**src/rtl/mem_arb_pkg.sv**
```systemverilog
// Shared types and defaults for the instruction/data memory port arbiter.
package mem_arb_pkg;

    localparam int unsigned MAX_DATA_STREAK_DEFAULT = 4;
    localparam int unsigned ADDR_W_DEFAULT          = 32;
    localparam int unsigned DATA_W_DEFAULT          = 32;
    // Wide enough for the largest legal streak limit (15)
    localparam int unsigned STREAK_W                = 4;

    typedef enum logic [1:0] {
        IDLE   = 2'd0,
        BUSY_I = 2'd1,
        BUSY_D = 2'd2,
        RESP   = 2'd3
    } arb_state_t;

    typedef enum logic {
        OP_READ  = 1'b0,
        OP_WRITE = 1'b1
    } arb_op_t;

    typedef enum logic {
        SRC_INST = 1'b0,
        SRC_DATA = 1'b1
    } arb_src_t;

endpackage

```
**src/rtl/mem_port_arbiter_if.sv**
```systemverilog
// Split instruction/data request bus plus the shared single-port memory bus.
interface mem_port_arbiter_if #(
    parameter int unsigned ADDR_W = 32,
    parameter int unsigned DATA_W = 32
);
    localparam int unsigned MBE_W = DATA_W / 8;

    logic              inst_read;
    logic [ADDR_W-1:0] inst_addr;
    logic              inst_resp;
    logic [DATA_W-1:0] inst_rdata;

    logic              data_read;
    logic              data_write;
    logic [MBE_W-1:0]  data_mbe;
    logic [ADDR_W-1:0] data_addr;
    logic [DATA_W-1:0] data_wdata;
    logic              data_resp;
    logic [DATA_W-1:0] data_rdata;

    logic              mem_read;
    logic              mem_write;
    logic [ADDR_W-1:0] mem_addr;
    logic [DATA_W-1:0] mem_wdata;
    logic [MBE_W-1:0]  mem_mbe;
    logic              mem_resp;
    logic [DATA_W-1:0] mem_rdata;

    // Datapath and memory model side
    modport master (
        output inst_read, inst_addr,
        input  inst_resp, inst_rdata,
        output data_read, data_write, data_mbe, data_addr, data_wdata,
        input  data_resp, data_rdata,
        input  mem_read, mem_write, mem_addr, mem_wdata, mem_mbe,
        output mem_resp, mem_rdata
    );

    // Arbiter side
    modport slave (
        input  inst_read, inst_addr,
        output inst_resp, inst_rdata,
        input  data_read, data_write, data_mbe, data_addr, data_wdata,
        output data_resp, data_rdata,
        output mem_read, mem_write, mem_addr, mem_wdata, mem_mbe,
        input  mem_resp, mem_rdata
    );

endinterface

```
**src/rtl/arb_req_reg.sv**
```systemverilog
// Latched request (source, op, address, write data, byte enables) for the
// transaction currently owning the shared memory port.
module arb_req_reg
    import mem_arb_pkg::*;
#(
    parameter int unsigned ADDR_W = 32,
    parameter int unsigned DATA_W = 32
) (
    input  logic                  clk,
    input  logic                  reset,
    input  logic                  load,
    input  arb_src_t              next_src,
    input  arb_op_t               next_op,
    input  logic [ADDR_W-1:0]     next_addr,
    input  logic [DATA_W-1:0]     next_wdata,
    input  logic [DATA_W/8-1:0]   next_mbe,
    output arb_src_t              src,
    output arb_op_t               op,
    output logic [ADDR_W-1:0]     addr,
    output logic [DATA_W-1:0]     wdata,
    output logic [DATA_W/8-1:0]   mbe
);

    always_ff @(posedge clk or negedge reset) begin
        if (!reset) begin
            src   <= SRC_INST;
            op    <= OP_READ;
            addr  <= '0;
            wdata <= '0;
            mbe   <= '0;
        end else if (load) begin
            src   <= next_src;
            op    <= next_op;
            addr  <= next_addr;
            wdata <= next_wdata;
            mbe   <= next_mbe;
        end
    end

endmodule

```
**src/rtl/mem_port_arbiter.sv**
```systemverilog
// Serialises instruction-fetch and data requests onto one shared memory port,
// with a bounded data streak so a waiting instruction fetch cannot starve.
module mem_port_arbiter
    import mem_arb_pkg::*;
#(
    parameter int unsigned MAX_DATA_STREAK = MAX_DATA_STREAK_DEFAULT,
    parameter int unsigned ADDR_W          = ADDR_W_DEFAULT,
    parameter int unsigned DATA_W          = DATA_W_DEFAULT
) (
    input  logic           clk,
    input  logic           reset,
    mem_port_arbiter_if.slave bus
);

    localparam int unsigned MBE_W = DATA_W / 8;

    arb_state_t          state_q, state_d;
    logic [STREAK_W-1:0] streak_q, streak_d;
    logic                mem_read_q, mem_read_d;
    logic                mem_write_q, mem_write_d;
    logic                inst_resp_q, inst_resp_d;
    logic                data_resp_q, data_resp_d;
    logic [DATA_W-1:0]   inst_rdata_q, inst_rdata_d;
    logic [DATA_W-1:0]   data_rdata_q, data_rdata_d;

    logic                load;
    arb_src_t            next_src, req_src;
    arb_op_t             next_op, req_op;
    logic [ADDR_W-1:0]   next_addr, req_addr;
    logic [DATA_W-1:0]   next_wdata, req_wdata;
    logic [MBE_W-1:0]    next_mbe, req_mbe;
    logic                data_req;
    logic                streak_full;

    assign data_req    = bus.data_read | bus.data_write;
    assign streak_full = (streak_q == STREAK_W'(MAX_DATA_STREAK));

    arb_req_reg #(
        .ADDR_W (ADDR_W),
        .DATA_W (DATA_W)
    ) u_req_reg (
        .clk        (clk),
        .reset      (reset),
        .load       (load),
        .next_src   (next_src),
        .next_op    (next_op),
        .next_addr  (next_addr),
        .next_wdata (next_wdata),
        .next_mbe   (next_mbe),
        .src        (req_src),
        .op         (req_op),
        .addr       (req_addr),
        .wdata      (req_wdata),
        .mbe        (req_mbe)
    );

    always_ff @(posedge clk or negedge reset) begin
        if (!reset) begin
            state_q      <= IDLE;
            streak_q     <= '0;
            mem_read_q   <= 1'b0;
            mem_write_q  <= 1'b0;
            inst_resp_q  <= 1'b0;
            data_resp_q  <= 1'b0;
            inst_rdata_q <= '0;
            data_rdata_q <= '0;
        end else begin
            state_q      <= state_d;
            streak_q     <= streak_d;
            mem_read_q   <= mem_read_d;
            mem_write_q  <= mem_write_d;
            inst_resp_q  <= inst_resp_d;
            data_resp_q  <= data_resp_d;
            inst_rdata_q <= inst_rdata_d;
            data_rdata_q <= data_rdata_d;
        end
    end

    // Grant, shared-port strobe and response sequencing
    always_comb begin
        state_d      = state_q;
        streak_d     = streak_q;
        mem_read_d   = mem_read_q;
        mem_write_d  = mem_write_q;
        inst_resp_d  = 1'b0;
        data_resp_d  = 1'b0;
        inst_rdata_d = inst_rdata_q;
        data_rdata_d = data_rdata_q;
        load         = 1'b0;
        next_src     = SRC_INST;
        next_op      = OP_READ;
        next_addr    = bus.inst_addr;
        next_wdata   = '0;
        next_mbe     = '0;

        case (state_q)
            IDLE: begin
                if (data_req && !(bus.inst_read && streak_full)) begin
                    load        = 1'b1;
                    next_src    = SRC_DATA;
                    next_op     = bus.data_write ? OP_WRITE : OP_READ;
                    next_addr   = bus.data_addr;
                    next_wdata  = bus.data_wdata;
                    next_mbe    = bus.data_mbe;
                    mem_read_d  = !bus.data_write;
                    mem_write_d = bus.data_write;
                    // streak_full is false here whenever inst_read is set
                    if (bus.inst_read) begin
                        streak_d = streak_q + STREAK_W'(1);
                    end
                    state_d     = BUSY_D;
                end else if (bus.inst_read) begin
                    load        = 1'b1;
                    mem_read_d  = 1'b1;
                    mem_write_d = 1'b0;
                    streak_d    = '0;
                    state_d     = BUSY_I;
                end
            end
            BUSY_I, BUSY_D: begin
                if (bus.mem_resp) begin
                    mem_read_d  = 1'b0;
                    mem_write_d = 1'b0;
                    state_d     = RESP;
                    if (req_src == SRC_INST) begin
                        inst_resp_d  = 1'b1;
                        inst_rdata_d = bus.mem_rdata;
                    end else begin
                        data_resp_d = 1'b1;
                        if (req_op == OP_READ) begin
                            data_rdata_d = bus.mem_rdata;
                        end
                    end
                end
            end
            RESP: begin
                state_d = IDLE;
            end
            default: begin
                state_d = IDLE;
            end
        endcase
    end

    assign bus.inst_resp  = inst_resp_q;
    assign bus.inst_rdata = inst_rdata_q;
    assign bus.data_resp  = data_resp_q;
    assign bus.data_rdata = data_rdata_q;
    assign bus.mem_read   = mem_read_q;
    assign bus.mem_write  = mem_write_q;
    assign bus.mem_addr   = req_addr;
    assign bus.mem_wdata  = req_wdata;
    assign bus.mem_mbe    = req_mbe;

endmodule

```
**src/flat_wrapper.sv**
```systemverilog
// flat-port wrapper written by rule: the top's interface ports become plain ports
module mem_port_arbiter_flat import mem_arb_pkg::*;
#(
    parameter int unsigned MAX_DATA_STREAK = MAX_DATA_STREAK_DEFAULT,
    parameter int unsigned ADDR_W          = ADDR_W_DEFAULT,
    parameter int unsigned DATA_W          = DATA_W_DEFAULT
)
  (clk, reset, bus_inst_read, bus_inst_addr, bus_inst_resp, bus_inst_rdata, bus_data_read, bus_data_write, bus_data_mbe, bus_data_addr, bus_data_wdata, bus_data_resp, bus_data_rdata, bus_mem_read, bus_mem_write, bus_mem_addr, bus_mem_wdata, bus_mem_mbe, bus_mem_resp, bus_mem_rdata);
  mem_port_arbiter_if #(.ADDR_W(ADDR_W), .DATA_W(DATA_W)) bus_i ();
  input  logic clk;
  input  logic reset;
  input wire logic [$bits(bus_i.inst_read)-1:0] bus_inst_read;
  input wire logic [$bits(bus_i.inst_addr)-1:0] bus_inst_addr;
  output wire logic [$bits(bus_i.inst_resp)-1:0] bus_inst_resp;
  output wire logic [$bits(bus_i.inst_rdata)-1:0] bus_inst_rdata;
  input wire logic [$bits(bus_i.data_read)-1:0] bus_data_read;
  input wire logic [$bits(bus_i.data_write)-1:0] bus_data_write;
  input wire logic [$bits(bus_i.data_mbe)-1:0] bus_data_mbe;
  input wire logic [$bits(bus_i.data_addr)-1:0] bus_data_addr;
  input wire logic [$bits(bus_i.data_wdata)-1:0] bus_data_wdata;
  output wire logic [$bits(bus_i.data_resp)-1:0] bus_data_resp;
  output wire logic [$bits(bus_i.data_rdata)-1:0] bus_data_rdata;
  output wire logic [$bits(bus_i.mem_read)-1:0] bus_mem_read;
  output wire logic [$bits(bus_i.mem_write)-1:0] bus_mem_write;
  output wire logic [$bits(bus_i.mem_addr)-1:0] bus_mem_addr;
  output wire logic [$bits(bus_i.mem_wdata)-1:0] bus_mem_wdata;
  output wire logic [$bits(bus_i.mem_mbe)-1:0] bus_mem_mbe;
  input wire logic [$bits(bus_i.mem_resp)-1:0] bus_mem_resp;
  input wire logic [$bits(bus_i.mem_rdata)-1:0] bus_mem_rdata;
  assign bus_i.inst_read = bus_inst_read;
  assign bus_i.inst_addr = bus_inst_addr;
  assign bus_inst_resp = bus_i.inst_resp;
  assign bus_inst_rdata = bus_i.inst_rdata;
  assign bus_i.data_read = bus_data_read;
  assign bus_i.data_write = bus_data_write;
  assign bus_i.data_mbe = bus_data_mbe;
  assign bus_i.data_addr = bus_data_addr;
  assign bus_i.data_wdata = bus_data_wdata;
  assign bus_data_resp = bus_i.data_resp;
  assign bus_data_rdata = bus_i.data_rdata;
  assign bus_mem_read = bus_i.mem_read;
  assign bus_mem_write = bus_i.mem_write;
  assign bus_mem_addr = bus_i.mem_addr;
  assign bus_mem_wdata = bus_i.mem_wdata;
  assign bus_mem_mbe = bus_i.mem_mbe;
  assign bus_i.mem_resp = bus_mem_resp;
  assign bus_i.mem_rdata = bus_mem_rdata;
  mem_port_arbiter #(.MAX_DATA_STREAK(MAX_DATA_STREAK), .ADDR_W(ADDR_W), .DATA_W(DATA_W)) u_core (.clk(clk), .reset(reset), .bus(bus_i));
endmodule
```
**config.mk**
```make
export PLATFORM = sky130hd
export DESIGN_NAME = mem_port_arbiter_flat
export DESIGN_NICKNAME = d
export VERILOG_FILES = /design/src/rtl/mem_arb_pkg.sv /design/src/rtl/mem_port_arbiter_if.sv /design/src/rtl/arb_req_reg.sv /design/src/rtl/mem_port_arbiter.sv /design/src/flat_wrapper.sv
export SDC_FILE = /design/constraint.sdc
export NUM_CORES = 1
export LEC_CHECK = 0
export CORE_UTILIZATION = 41
export DETAILED_ROUTE_END_ITERATION = 10
export GPL_ROUTABILITY_DRIVEN = 1
export PLACE_DENSITY = 0.8
export RECOVER_POWER = 50
export SETUP_SLACK_MARGIN = 0.15
export SLEW_MARGIN = 20
export SYNTH_ARGS = -nofsm -noshare
export SYNTH_HDL_FRONTEND = slang
export SYNTH_SLANG_ARGS = --single-unit
```
**constraint.sdc**
```tcl
create_clock -name clk -period 2.2 [get_ports clk]
set_input_delay 0.22 -clock clk [delete_from_list [all_inputs] [get_ports clk]]
set_output_delay 0.22 -clock clk [all_outputs]
set_load 0.02 [all_outputs]
```
# Yosys cells after proc, flatten, opt, wreduce, memory -nomap -nowiden
# Cells that the tools add are included.
op_classes:
  bitwise_logic: 3
  reduce_logical: 12
  addsub: 1
  eq_ne: 6
  mux: 34
ops:
  columns: ["operator", "count"]
  rows:
  - ["$mux W32", 4]
  - ["$mux W4", 5]
  - ["$mux W1", 19]
  - ["$mux W2", 3]
  - ["$pmux W2 S3", 1]
  - ["$reduce_and A3 Y1", 2]
  - ["$add A4 B1 Y4 const B", 1]
  - ["$eq A2 B2 Y1 const B", 2]
  - ["$eq A4 B3 Y1 const B", 1]
  - ["$pmux W1 S2", 2]
  - ["$reduce_and A2 Y1", 2]
  - ["$reduce_and A4 Y1", 1]
  - ["$ne A3 B2 Y1 const B", 1]
  - ["$eq A2 B1 Y1 const B", 1]
  - ["$logic_and A1 B1 Y1", 2]
  - ["$logic_not A1 Y1", 2]
  - ["$logic_not A2 Y1", 1]
  - ["$ne A2 B2 Y1 const B", 1]
  - ["$not A1 Y1", 2]
  - ["$reduce_bool A2 Y1", 1]
  - ["$reduce_or A2 Y1", 1]
  - ["$or A1 B1 Y1", 1]
word_totals:
  ff_bits: 144
  input_bits: 138
  output_inout_bits: 136

# Depth between registers and ports, before layout
depth:
  depth_word: 6
  ltp_mapped: 8
  mapped_depth_nobuf: 5

# Cells and area by module
# From an unflattened synthesis, not the netlist that was laid out.
hier_totals:
  hier_cells: 422
  area_unflattened_um2: 6815.3
by_module_without_submodules:
  columns: ["module", "area_each_um2", "seq_area_each_um2", "cells_each", "n_inst"]
  rows:
  - ["mem_port_arbiter", 3861.2, 1851.8, 274, 1]
  - ["arb_req_reg", 2954.1, 1751.7, 148, 1]

# Least setup slack after synthesis
# Ideal clock, no wire load.
synth_path:
  kind: "register to register"
  from: "register u_core.state_q[0]"
  to: "register u_core.data_rdata_q[10], in the netlist u_core.bus.data_rdata[10]"
  synth_period_minus_slack_ns: 1.777
  arrival_ns: 1.653
  n_path_buf: 2
  t_required_ns: 2.075
  setup_ns: 0.125
  slack_ns: 0.423
  path_stages_with_launch: 8
  cell_sequence: "dfrtp_1 inv_1 ha_1 and3_1 nand2b_1 clkbuf_1 buf_2 mux2_2"
synth_between:
  elab_chain_cells: 3
  word_cells_on_any_way: 4
  cone_classes: "2 x eq/ne; 2 x reduce/logical"
synth_rtl:
  columns: ["element", "line", "rtl"]
  rows:
  - ["start, declared", "mem_port_arbiter.sv:17", "arb_state_t state_q, state_d;"]
  - ["start signal, assigned", "mem_port_arbiter.sv:68", "state_q <= state_d;"]
  - ["$eq A2 B1 Y1 or $eq A2 B2 Y1 (tied branches)", "mem_port_arbiter.sv:96", "case (state_q)"]
  - ["$reduce_or A2 Y1 (*)", "mem_port_arbiter.sv:96", null]
  - ["$reduce_and A4 Y1 (no line) (*)", null, null]
  - ["end signal, assigned", "mem_port_arbiter.sv:75", "data_rdata_q <= data_rdata_d;"]
  - ["end, declared", "mem_port_arbiter.sv:24", "logic [DATA_W-1:0] data_rdata_q, data_rdata_d;"]
# Mark *: on every way between the ends. The rest lies on a longest branch, timed or not.
# A chain may end at the register's enable or synchronous reset.

# Worst setup path after layout
layout_path:
  from: "register u_core.state_q[0]"
  to: "register u_core.u_req_reg.addr[8]"
layout_between:
  elab_chain_cells: 2
  word_cells_on_any_way: 3
  cone_classes: "2 x mux; 1 x reduce/logical"
layout_rtl:
  columns: ["element", "line", "rtl"]
  rows:
  - ["$logic_not A2 Y1 (*)", "mem_port_arbiter.sv:96", null]
  - ["$mux W32 or $mux W1 (tied branches)", "mem_port_arbiter.sv:96", null]
  - ["end signal, assigned", "arb_req_reg.sv:34", "addr <= next_addr;"]
  - ["end, declared", "arb_req_reg.sv:19", "output logic [ADDR_W-1:0] addr,"]
# Marks and branches as above.

==> summary.txt <==
Critical path
  – CP Cell Sequence: inv_1 -> ha_1 -> o21a_1 -> buf_12 -> a21oi_1 -> o31ai_1
  – Worst Path Max Fanout: 32
  – Worst path arrival time: 2.23 ns
  – Max incr delay on CP: 0.44 ns
  – Crit-path slowest cell: ha_1
  – CP startpoint kind: register
  – Critical path data required time: 2.51 ns
  – Crit path capture type: register
  – Crit Path Category: register to register

Yosys
  – Top-count cell post-synth: dfrtp_1
  – Synth async-reset ratio: 1.00
  – Mapped Area: 5890 µm²
  – Simple-gate area share of the yosys netlist: 0.0731
  – Synth top area share: 0.612
  – #FFs+latches synth: 144
  – Yosys warning count: 0
  – Synth area leaders: dfrtp_1 61%, mux2_2 12%, a22o_1 5.5%
  – Yosys top cell by area: dfrtp_1
  – Post-Synth Adder-Cell Area: 0.00637
  – Post-synth EDFFs: 0
  – Most frequent cells after synthesis: 144 x dfrtp_1, 65 x mux2_2, 37 x a22o_1, 37 x nand2_1
  – Largest family of logic cells by synthesized area: compound AO/OA/AOI/OAI gates
  – Post-synth cell types: 36
  – Syn_nets: 603
  – Cells after Synth: 462
  – Mux contribution to synthesized area: 0.128
  – Top FF cell, synth: dfrtp_1
  – Post-Syn Area per Cell: 12.7 µm²
  – Post-synthesis compound-gate area fraction: 0.141
  – Seq/Total Area, Yosys: 0.612
  – Xor/xnor cell area share of the yosys netlist: 0

CTS
  – Clock Latency Late Sink: 0.41 ns
  – H-tree levels: 4
  – CTS tree: yes
  – Total CTS buffers: 17
  – CTS max path bufs: 2
  – Number of gates resized after CTS: 0
  – CTS Hold Buffers Added: 1
  – Postcts setup bufs: 0
  – Clk sinks: 144
  – Clock transition at path regs: 0.06 ns
  – Root buffer cell: clkbuf_16

Route
  – Initial DRC Count: 203
  – DR vias: 4836
  – DRC viols: 0
  – Vias per cell: 5.26
  – Wire per inst: 17.6 µm
  – Final antenna-violating net count: 0
  – Routed wire length: 16200 µm
  – Drt pass-1 iters: 4

Power
  – Leak Pwr: 4.11 nW
  – IR drop worst, VDD: 0.664 mV
  – Combinational share of power: 0.483
  – P_sw: 5.19 mW
  – PD cells: 1520 nW/µm²
  – Clock Power Share: 0.194
  – Sequential Power Share: 0.322
  – Net Sw Frac: 0.362
  – Pint: 9.12 mW

STA
  – Headroom to the max-slew limit: 0.160
  – Final Cycle Share: 0.872
  – Final Hold Fails: 0
  – Unrepaired setup endpoints after global routing: false
  – Max Clk Rate: 521 MHz
  – Post-route minimum period: 1.92 ns
  – TNS Setup: 0 ns
  – Final setup viols: 0
  – Clk_skew: 0.00754 ns
  – Slew @ Worst Pin: 1.26 ns
  – Final max-slew violation count: 0

Global route
  – Initial antenna violation count: 0
  – Total track usage: 0.224
  – Largest net degree at the start of global routing: 103
  – First-pass GRT wire length: 25100 µm
  – Vias in the first global route: 5046
  – GRT overflow: 0

Die
  – Die extent in x: 122 µm
  – Die area: 14800 µm²
  – Die Ht: 122 µm
  – Core area: 13900 µm²
  – Num rows: 43
  – IO Pins: 274
  – Initial Util: 0.423

Placement
  – Dpl hpwl: 11600 µm
  – Dpl cell area: 8820 µm²
  – Number of port buffers: 273
  – Gpl congestion: 0.760

Final layout
  – # fillers: 1032
  – Antenna diodes: 0
  – Nets: 870
  – FF+latch area: 3600 µm²
  – Area delta synth->final: 59.6%
  – Fraction of layout cells with a size suffix above 1: 0.150
  – Final instance area: 9400 µm²
  – Multi-input gate area: 2070 µm²

Min path
  – Hold Crit Class: input pin to register

Job
  – Max-cap violations: 0

Outcome
  – Status: finished clean
## cells by family (layout without fill, tap and decap cells)
| logic type | after synthesis | in the layout |
|---|---|---|
| flip-flops | 144 | 144 |
| AO/OA/AOI/OAI | 117 | 117 |
| AND/OR/NAND/NOR | 87 | 87 |
| multiplexers | 67 | 67 |
| buffers and inverters | 44 | 322 |
| adder cells (fa/ha/maj) | 3 | 3 |
## layout by cell type (no fill, tap or decap), drive strengths merged, types with 2 or more instances in the layout
master and instances:
bufinv 2, a21oi 34, nor2 2, nand3 2
nor3 35, clkdlybuf4s50 207, clkinv 3, buf 11
o21ai 4, a22o 37, nor2b 2, mux2 66
inv 8, clkbuf 23, ha 3, dlygate4sd3 66
a21o 4, o31ai 33, clkinvlp 2, dfrtp 144
nand2 37
## metrics by stage
stage | instances | utilization | worst slack [ns] | power (mW) | hold WS [ns]
2_1_floorplan | 462 | - | 0.423 | 8.40 | -0.0756
6_report | 920 | 0.675 | 0.282 | 14.3 | 0.410
3_5_place_dp | 889 | 0.633 | 0.222 | 11.8 | 0.189
4_1_cts | 920 | 0.675 | 0.293 | 14.7 | 0.312
3_3_place_gp | 889 | 0.633 | 0.321 | 11.6 | 0.186
5_1_grt | 920 | 0.675 | 0.108 | 15.1 | 0.405
## registers in the layout, indices dropped and copies added (netlist names), 2 cells and up
name,flops
u_core.bus.data_rdata,32
u_core.bus.inst_rdata,32
u_core.u_req_reg.addr,32
u_core.u_req_reg.wdata,32
u_core.streak_q,4
u_core.u_req_reg.mbe,4
u_core.state_q,2
## final cells by class
type                    count  area share
multi-input cells         274       0.220
clock buffers              21      0.0500
clock inverters             9      0.0114
flip-flops and latches    144       0.383
inverters                   6     0.00240
repair buffers            286       0.309
well taps                 180      0.0240
## power by group through the flow
| stage | Combinational, mW | Sequential (mW) | Clock [mW] |
|---|---|---|---|
| 6_report | 6.91 | 4.61 | 2.78 |
| 5_1_grt | 7.37 | 4.77 | 2.97 |
| 4_1_cts | 7.20 | 4.65 | 2.84 |
| 3_5_place_dp | 7.17 | 4.65 | 0 |
| 3_3_place_gp | 6.96 | 4.60 | 0 |
| 2_1_floorplan | 2.38 | 6.03 | 0 |
## worst max-delay path: cells and delay by family (launching register included)
kind	cells	cell delay, ns
adder cells (fa/ha/maj)	1	0.44
AO/OA/AOI/OAI	3	0.71
buffers and inverters	2	0.28
flip-flops	1	0.38
## metal layers
| metal | track usage | part of all wire |
|---|---|---|
| met5 | 0 | 0 |
| met4 | 0.0965 | 0.020 |
| met3 | 0.0660 | 0.079 |
| met2 | 0.394 | 0.52 |
| met1 | 0.251 | 0.38 |
## path summary, 6_finish.rpt
path	start	slack, ns	end	depth (start not counted)
hold / removal	bus_data_wdata[11]	0.41	u_core.u_req_reg.wdata[11]	2
min in group asynchronous	reset	0.62	u_core.bus.data_rdata[1]	2
max in group asynchronous	reset	0.43	u_core.u_req_reg.addr[14]	3
setup / recovery	u_core.state_q[0]	0.28	u_core.u_req_reg.addr[8]	6
setup reg to reg	u_core.state_q[0]	0.28	u_core.u_req_reg.addr[8]	6
hold reg to reg	u_core.u_req_reg.op	0.47	u_core.u_req_reg.op	2
Note: power is estimated with default switching activity, not from simulation.
